--- src/rtl/raven_sram_arbiter.sv ---
// Round-robin arbiter sharing one single-port SRAM macro between two requesters,
// with a bounded burst length and a one-cycle registered read-valid strobe.
module raven_sram_arbiter #(
  parameter int unsigned ADDR_W    = 10,
  parameter int unsigned DATA_W    = 32,
  parameter int unsigned MAX_BURST = 4
) (
  input  logic              pll_clk,
  input  logic              reset,
  input  logic              m0_req,
  input  logic              m0_we,
  input  logic [ADDR_W-1:0] m0_addr,
  input  logic [DATA_W-1:0] m0_wdata,
  output logic              m0_gnt,
  output logic              m0_rvalid,
  output logic [DATA_W-1:0] m0_rdata,
  input  logic              m1_req,
  input  logic              m1_we,
  input  logic [ADDR_W-1:0] m1_addr,
  input  logic [DATA_W-1:0] m1_wdata,
  output logic              m1_gnt,
  output logic              m1_rvalid,
  output logic [DATA_W-1:0] m1_rdata,
  output logic              sram_csb,
  output logic              sram_web,
  output logic [ADDR_W-1:0] sram_addr,
  output logic [DATA_W-1:0] sram_wdata,
  input  logic [DATA_W-1:0] sram_rdata
);

  localparam logic [3:0] MaxBurst = 4'(MAX_BURST);

  logic              last_q;
  logic [3:0]        cnt_q;
  logic              rv0_q, rv1_q;
  logic [ADDR_W-1:0] addr_q;
  logic [DATA_W-1:0] wdata_q;

  logic any_gnt;
  logic win;
  logic win_we;

  always_comb begin
    any_gnt = 1'b0;
    win     = 1'b0;
    if (!reset) begin
      if (m0_req && m1_req) begin
        any_gnt = 1'b1;
        // Stay with the owner only while its burst is still below the limit.
        win = ((cnt_q != 4'd0) && (cnt_q < MaxBurst)) ? last_q : ~last_q;
      end else if (m0_req) begin
        any_gnt = 1'b1;
        win     = 1'b0;
      end else if (m1_req) begin
        any_gnt = 1'b1;
        win     = 1'b1;
      end
    end
  end

  always_comb begin
    m0_gnt     = any_gnt & ~win;
    m1_gnt     = any_gnt & win;
    win_we     = win ? m1_we : m0_we;
    sram_csb   = ~any_gnt;
    sram_web   = ~(any_gnt & win_we);
    sram_addr  = any_gnt ? (win ? m1_addr : m0_addr) : addr_q;
    sram_wdata = any_gnt ? (win ? m1_wdata : m0_wdata) : wdata_q;
    m0_rdata   = sram_rdata;
    m1_rdata   = sram_rdata;
    // A reset cycle kills any read-valid left over from the previous cycle.
    m0_rvalid  = rv0_q & ~reset;
    m1_rvalid  = rv1_q & ~reset;
  end

  always_ff @(posedge pll_clk) begin
    if (reset) begin
      last_q  <= 1'b1;
      cnt_q   <= 4'd0;
      rv0_q   <= 1'b0;
      rv1_q   <= 1'b0;
      addr_q  <= '0;
      wdata_q <= '0;
    end else begin
      rv0_q <= m0_gnt & ~m0_we;
      rv1_q <= m1_gnt & ~m1_we;
      if (any_gnt) begin
        addr_q  <= sram_addr;
        wdata_q <= sram_wdata;
        if ((win == last_q) && (cnt_q != 4'd0)) begin
          cnt_q <= (cnt_q < MaxBurst) ? cnt_q + 4'd1 : MaxBurst;
        end else begin
          cnt_q  <= 4'd1;
          last_q <= win;
        end
      end else begin
        cnt_q <= 4'd0;
      end
    end
  end

endmodule

--- config.mk ---
export PLATFORM = sky130hd
export DESIGN_NAME = raven_sram_arbiter
export DESIGN_NICKNAME = d
export VERILOG_FILES = /design/src/rtl/raven_sram_arbiter.sv
export SDC_FILE = /design/constraint.sdc
export NUM_CORES = 1
export LEC_CHECK = 0
export BUFFER_PORTS_ARGS = -buffer_cell sky130_fd_sc_hd__buf_4
export CAP_MARGIN = 20
export CORE_MARGIN = 2
export CORE_UTILIZATION = 46
export CTS_CLUSTER_DIAMETER = 120
export CTS_CLUSTER_SIZE = 8
export DETAILED_ROUTE_END_ITERATION = 16
export PLACE_DENSITY = 0.87
export SETUP_SLACK_MARGIN = 0.5
export SLEW_MARGIN = 0
export SYNTH_ARGS = -nofsm -noshare
export SYNTH_HDL_FRONTEND = slang
export SYNTH_SLANG_ARGS = --single-unit
--- constraint.sdc ---
create_clock -name pll_clk -period 3.03 [get_ports pll_clk]
set_input_delay 0.303 -clock pll_clk [delete_from_list [all_inputs] [get_ports pll_clk]]
set_output_delay 0.303 -clock pll_clk [all_outputs]
set_load 0.01 [all_outputs]
# Word-level counts from Yosys, hierarchy flattened
# Index checks and enable logic that the tools add are counted.
# totals
register_bits,49
out_inout_bits,112
# classes
addsub,1
n_lt_le_gt_ge,1
n_eq_ne,1
n_mux,15
bitwise_logic,16
n_reduce_logical,8
# op_table
operator,count
$mux 32,2
$mux 10,2
$mux 1,10
$not 1->1,9
$and 1x1->1,7
$add 4x1->4 const B,1
$lt 4x3->1 const B,1
$reduce_bool 4->1,1
$reduce_or 4->1,1
$logic_and 1x1->1,3
$mux 3,1
$reduce_or 3->1,1
$reduce_and 2->1,1
$reduce_or 2->1,1
$eq 1x1->1,1

# Logic depth before layout (Yosys ltp)
# Gate-level depths: netlist of run 1.
# logic_depth
depth_word,9
ltp_mapped,8
ltp_nobuf,5

# Worst setup path before layout of run 1
# OpenSTA, ideal clock, no wires.
# synth_timing
path_kind,register -> output
startpoint,reg cnt_q[0]
endpoint,out sram_web
t_arrival_ns,1.707
path_slack_ns,1.020
stages_incl_launch_ff,8
path_cell_list,dfxtp_1 inv_1 ha_1 buf_2 or3_1 buf_6 o211a_1 a22oi_1
# synth_via
elab_chain_len,8
# synth_rtl
element,line,text
"start, declared",34,logic [3:0] cnt_q;
"start signal, assigned",91,cnt_q <= (cnt_q < MaxBurst) ? cnt_q + 4'd1 : MaxBurst;
$lt 4x3->1 or $reduce_bool 4->1 (tied branches),50,win = ((cnt_q != 4'd0) && (cnt_q < MaxBurst)) ? last_q : ~last_q;
$logic_and 1x1->1 (*),50,
$mux 1 (*),50,
$mux 1 (*),47,if (m0_req && m1_req) begin
$mux 1 (*),46,if (!reset) begin
$mux 1 (*),64,win_we = win ? m1_we : m0_we;
$and 1x1->1 (*),66,sram_web = ~(any_gnt & win_we);
$not 1->1 (*),66,
"end, declared",25,"output logic sram_web,"
# Every way passes the cells marked *; elsewhere a longest branch is shown, timed or not.

# Final worst setup path of run 1
# layout_timing
startpoint,reg cnt_q[0]
endpoint,out sram_wdata[26]
# layout_via
elab_chain_len,7
# layout_rtl
element,line,text
$lt 4x3->1 or $reduce_bool 4->1 (tied branches),50,
$logic_and 1x1->1 (*),50,
$mux 1 (*),50,
$mux 1 (*),47,
$mux 1 (*),46,
$mux 32 (*) (2 in series),68,sram_wdata = any_gnt ? (win ? m1_wdata : m0_wdata) : wdata_q;
"end, declared",27,"output logic [DATA_W-1:0] sram_wdata,"
# Marked as above.

==> results of run 1 <==
## state kept, by name, summed over array words and instances, names as in the netlist
name / flops
wdata_q: 32
last_q: 1
cnt_q: 4
rv1_q: 1
addr_q: 10
rv0_q: 1
## power breakdown
part / switching, mW / total, mW / internal (mW)
combinational: 0.308 / 0.579 / 0.271
sequential: 0.0357 / 0.734 / 0.698
clock: 0.238 / 0.508 / 0.270
## worst paths after layout
check,end,cells after the start,from,slack [ns]
max,sram_wdata[26],7,cnt_q[0],0.52
min reg2reg,wdata_q[3],2,wdata_q[3],0.48
min,rv0_q,2,m0_we,0.20
max reg2reg,rv0_q,7,cnt_q[0],1.07
## per-stage QoR
| stage | cells | util [%] | total power [mW] | cell area, um2 | setup slack, ns |
|---|---|---|---|---|---|
| global route | 602 | 59.3 | 1.89 | 4330 | 0.483 |
| finish | 602 | 59.3 | 1.82 | 4330 | 0.520 |
| CTS | 595 | 57.2 | 1.78 | 4170 | 0.537 |
| detailed placement | 587 | 55.3 | 1.28 | 4030 | 0.525 |
| floorplan | 456 | - | 1.10 | 3470 | 1.02 |
| global placement | 587 | 55.3 | 1.27 | 4030 | 0.594 |
## cell families (layout without fill, tap and decap cells)
group                      after synthesis  in the layout  synth area share, %
and+or+nand+nor                        181            181                 23.5
adders and majority gates                2              2                0.722
other                                    1              1                0.108
DFF                                     49             49                 28.3
buffers and inverters                  120            167                 20.9
AOI/OAI and AO/OA                      103            103                 26.5
## metal layers
| metal | vias up | wire length (um) | GRT usage [%] |
|---|---|---|---|
| li1 | 1740 | - | - |
| met1 | 1775 | 4440 | 30.2 |
| met2 | 239 | 5720 | 41.2 |
| met3 | 39 | 1250 | 6.18 |
| met4 | 0 | 372 | 11.6 |
| met5 | - | 0 | 0 |
## timing repair
item,CTS,global route
pin swaps,0,3
setup buffers,0,3
hold buffers,0,0
setup endpoints to repair,44,29
gates resized for setup,6,6
cloned,0,4
## cells in the mapped netlist (all sizes together) (2+ instances only)
master	count	share of area (%)
clkbuf	31	3.4
dfxtp	49	28
a21oi	3	0.43
nand2	85	9.2
inv	5	0.54
nand3	84	12
o2111ai	84	21
o211a	2	0.58
ha	2	0.72
buf	84	17
o21ai	2	0.29
nor2b	5	0.90
## layout make-up
cell class	instances	area share, %
multi-input combinational	287	42.3
timing repair buffer	154	28.9
clock buffer	7	2.00
clock inverter	1	0.694
inverter	5	0.434
tap	99	2.86
sequential	49	22.7
## layout by cell type (no fill, tap or decap), drive strengths merged, types with 2 or more instances in the layout
master,count
dfxtp,49
buf,150
o2111ai,84
nand2,85
o211a,2
nand3,84
inv,5
o21ai,2
ha,2
clkbuf,11
a21oi,3
nor2b,5
==> results.md, run 1 <==
- Synthesized area per cell: 7.60 um2
- Crit path capture type: output port
- Diode count: 0
- Max clock buf depth: 2
- Fraction of the cycle the final worst path needs: 82.8%
- Critical Path RT: 2.73 ns
- Unrepaired setup endpoints after global routing: false
- Core area: 7290 um2
- Row Count: 31
- Register area: 983 um2
- Cell variety after synth: 37
- DR vias: 3793
- CTS tree: done
- Crit path kind: flop to output port
- Gate count of the mapped netlist: 456
- Final Critical Period: 2.51 ns
- Worst Hold Class: input pin to flop
- Fin nets: 626
- Status: complete, no violations
- Layout Area Growth over Synthesis: 24.8%
- Final max-slew violation count: 0
- DR vias/cell: 6.30
- Post-Synthesis Cell Area: 3470 um2
- Worst slew pin tran: 0.828 ns
- Crit-path max cell delay: 0.44 ns
- Clk_lat worst skew: 0.31 ns
- Largest net degree at the start of global routing: 46
- Initial DRC Count: 506
- Post-DR wirelength/cell: 19.6 um
- GRT overflow: 0
- Sequential share of the synthesized area: 28.3%
- Die W: 90.8 um
- Final ANT Viol Nets: 0
- Hold_ws: 0.197 ns
- Antenna violations before repair: 0
- Post-Route WL: 11800 um
- Drt pass-1 iters: 5
- # IOs: 234
- Final setup TNS: 0 ns
- First-pass GRT wire length: 17200 um
- Number of global-route vias before repair: 3614
- Post-synth EDFFs: 0
- #FFs+latches synth: 49
- Reg clk slew, reported paths: 0.10 ns
- Clock tree sinks: 49
- Final Setup Violations: 0
- Post-synth top flop: dfxtp_1
- Fill cell count: 669
- Leak: 1.99 nW
- Final clock skew: 0.00947 ns
- Initial Util: 47.5%
- Crit path max-delay family: simple AND/OR/NAND/NOR gates
- Number of CTS-inserted buffers: 5
- Yosys warns: 0
- Crit path DAT: 2.21 ns
- Post-Syn Nets: 580
- DRC: 0
- Post-DP HPWL: 7280 um
- Gp weighted congestion: 0.821
- Hold Vio Cnt, Final: 0
- Layout cell share with drive strength beyond 1: 35.2%
- Root Buffer: clkbuf_8
- P per Cell Area: 421 nW/um2
- Slew Limit Headroom: 44.8%
- Fmax: 398 MHz
- Crit path cell chain: inv_1 > ha_4 > or3_4 > clkbuf_16 > o2111ai_1 > nand3_1 > buf_4
- GRT Total Usage: 24.8%
- Buffers on Ports: 137
- Slowest cell on crit path: or3_4
- Die area: 8240 um2
- Max FO, Critical Path: 21
- CTS H-tree depth: 2
- Maximum VDD drop: 0.276 mV
- Startpoint types: flop
- Async set-or-reset flop fraction in the synthesized netlist: 0%
- Number of max-cap violations: 0
- Multi-input logic area: 1830 um2
- Die H: 90.8 um
- Worst path buffer plus inverter count: 3
(Power assumes the default switching activity.)
==> run 2: changes to the inputs <==
- ABC_AREA: not set -> 1
- CORE_UTILIZATION: 46 -> 39
- PLACE_DENSITY: 0.87 -> 0.79
- clock period: 3.03 -> 2.17 ns (I/O delays scaled with it)
==> run 2 against run 1 <==
Effect of this change:
- core utilization down 2.5 points
- clock power up 26%
- synthesized cell count up 4.4%
- synthesized area up 1.1%
- combinational power up 81%
- first-iteration DRC count down 85%
- final cell count up 12%
- critical endpoint is now sram_wdata[30]
- flip-flop and latch count unchanged
- sequential share of layout area down 2.9 points
- die area up 18%
==> results.md, run 2 <==
- Max clock buf depth: 2
- Antenna violations before repair: 0
- List of most frequent post-synthesis cells: 133 x nand2_1, 68 x buf_4, 49 x dfxtp_1, 45 x nand3_1, 40 x nand3_2
- Final Critical Period: 2.11 ns
- Post-DR wirelength/cell: 16.3 um
- Layout Utilization: 56.8%
- Drt pass-1 iters: 5
- Initial DRC Count: 75
- Startpoint types: flop
- Worst hold stages: 2
- Initial Util: 40.2%
- Core area: 8720 um2
- Largest net degree at the start of global routing: 47
- Layout cell share with drive strength beyond 1: 59.9%
- Max FO, Critical Path: 5
- Most frequent cell after synthesis: nand2_1
- Crit-path max cell delay: 0.35 ns
- Cell variety after synth: 26
- Clk_lat worst skew: 0.29 ns
- Async set-or-reset flop fraction in the synthesized netlist: 0%
- First-pass GRT wire length: 15900 um
- Number of max-cap violations: 0
- Fin worst setup slack: 0.0627 ns
- # IOs: 234
- Clock tree sinks: 49
- Final max-slew violation count: 0
- Yosys top cell by area: dfxtp_1
- Synth Area in Adders: 0.714%
- Critical Path RT: 1.95 ns
- Die area: 9760 um2
- Maximum VDD drop: 0.336 mV
- DRC: 0
- CTS H-tree depth: 2
- CTS tree: done
- Share of the synthesized area in the top cell type: 28.0%
- Post-Route WL: 11000 um
- GRT Total Usage: 20.2%
- Gate count of the mapped netlist: 476
- Worst slew pin tran: 0.757 ns
- Post-Synthesis Cell Area: 3500 um2
- Yosys warns: 0
- Sequential share of the synthesized area: 28.0%
- Post-Synth XOR/XNOR Area: 0%
- Crit path cell chain: inv_2 > ha_4 > inv_4 > nand2_4 > nand2_4 > nand3_4 > buf_12 > clkbuf_16 > nand3_2 > nand2_1 > inv_2 > nand2_2 > buf_6
- Row Count: 34
- Synth top area cells: dfxtp_1 28%, buf_4 15%, nand2_1 14%
- Post-synth EDFFs: 0
- Total power: 2.67 mW
- Largest register FFs: 32
- Critical Path Stages: 13
- Crit path DAT: 1.89 ns
- Most frequent cells in the layout: 129 x buf_4, 99 x nand2_1, 47 x dfxtp_1
- Register name with the most flops: wdata_q
- Slew Limit Headroom: 49.5%
- Hold_ws: 0.0754 ns
- Post-DP HPWL: 7020 um
- Post-Syn Nets: 600
- P per Cell Area: 539 nW/um2
- Slowest cell on crit path: dfxtp_2
- Die W: 98.8 um
- Commonest non-fill, non-tap cell in the layout: buf_4
- Fmax: 475 MHz
- GRT overflow: 0
- Largest family of logic cells by synthesized area: simple AND/OR/NAND/NOR gates
- Number of CTS-inserted buffers: 5
- Crit path capture type: output port
- Post-Place Setup Slack: 0.238 ns
- Final Setup Violations: 0
- Status: complete, no violations
- Worst path buffer plus inverter count: 6
- DR vias: 3326
- Number of global-route vias before repair: 3182
- Simple-gate share of the synthesized area: 35.5%
- Leak: 2.42 nW
- Crit path kind: flop to output port
- Fraction of the cycle the final worst path needs: 97.1%
- Unrepaired setup endpoints after global routing: true
- DR vias/cell: 4.93
- Reg clk slew, reported paths: 0.09 ns
- Root Buffer: clkbuf_8
- Hold Vio Cnt, Final: 0
- Synthesized area per cell: 7.36 um2
- Post-synthesis mux area share: 0%
- Diode count: 0
- Buffers on Ports: 137
- Final ANT Viol Nets: 0
- Final clock skew: 0.00607 ns
- Post-synth top flop: dfxtp_1
- Reg2Reg Depth: 13
- Crit path max-delay family: buffers and inverters
- Largest registers: wdata_q x32, addr_q x10, cnt_q x4
- Layout Area Growth over Synthesis: 41.5%
- Gp weighted congestion: 0.758
- Worst Hold Class: input pin to flop
- #FFs+latches synth: 49
- Complex-gate fraction of the synthesized area: 9.57%
- Fin nets: 690
- Die H: 98.8 um
run 2: cell types whose count changed in the layout (fill, tap and decap cells not counted), sizes merged, moves of 4 or more:
cell,delta
nand2,+51
buf,+20
a21oi,+40
o2111ai,-84
nor2b,-5
nor2,+7
clkbuf,-4
inv,+50
run 2: final timing paths:
path | from | endpoint | slack, ns
hold reg to reg | wdata_q[19] | wdata_q[19] | 0.55
setup reg to reg | cnt_q[0] | wdata_q[3] | 0.36
hold / removal | m0_we | rv0_q | 0.08
setup / recovery | cnt_q[0] | sram_wdata[30] | 0.06
run 2: worst register-to-register path, cell delays in order (launching register included):
cell	delay, ns
dfxtp_2	0.35
inv_2	0.05
ha_4	0.16
inv_4	0.06
nand3_2	0.09
nand3_4	0.18
buf_12	0.15
buf_16	0.14
nand3_2	0.07
nand2_2	0.09
inv_2	0.05
buf_4	0.13
buf_4	0.13
a21oi_2	0.09
run 2: power by group:
group / internal [mW] / switching [mW] / leakage, nW
registers: 0.966 / 0.0217 / 0.405
logic: 0.525 / 0.522 / 1.96
clock network: 0.336 / 0.303 / 0.0540
total: 1.83 / 0.846 / 2.42
run 2: repair_timing:
item                       in CTS  in global routing
hold buffers                    0                  0
setup buffers                  14                  8
setup endpoints to repair      65                 79
pin swaps                      15                 32
cloned                          5                  2
gates resized for setup        37                 85
run 2: area by class of cell:
| type | instances | area (um2) |
|---|---|---|
| fillers | 747 | 3760 |
| multi-input cells | 283 | 1900 |
| repair buffers | 172 | 1620 |
| flip-flops and latches | 49 | 983 |
| inverters | 55 | 209 |
| well taps | 108 | 135 |
| clock buffers | 5 | 68.8 |
| clock inverters | 2 | 35.0 |
run 2: cells by family after synthesis:
| kind of cell | count (synthesis) |
|---|---|
| other | 1 |
| and+or+nand+nor | 234 |
| DFF | 49 |
| buffers and inverters | 145 |
| AOI/OAI and AO/OA | 45 |
| adders and majority gates | 2 |
run 2: metrics by stage:
step	cells	instance area [um2]	TNS, ns
floorplan	476	3500	0
global placement	638	4040	0
detailed placement	638	4040	0
CTS	664	4540	0
global route	674	4960	-0.362
finish	674	4960	0
run 2: routing by layer:
| metal | up-vias | track usage, % | part of all wire [%] |
|---|---|---|---|
| met4 | 0 | 5.90 | 1.5 |
| met2 | 166 | 37.8 | 55 |
| met1 | 1528 | 21.9 | 35 |
| met3 | 18 | 5.67 | 8.3 |
| met5 | - | 0 | 0 |
| li1 | 1614 | - | - |
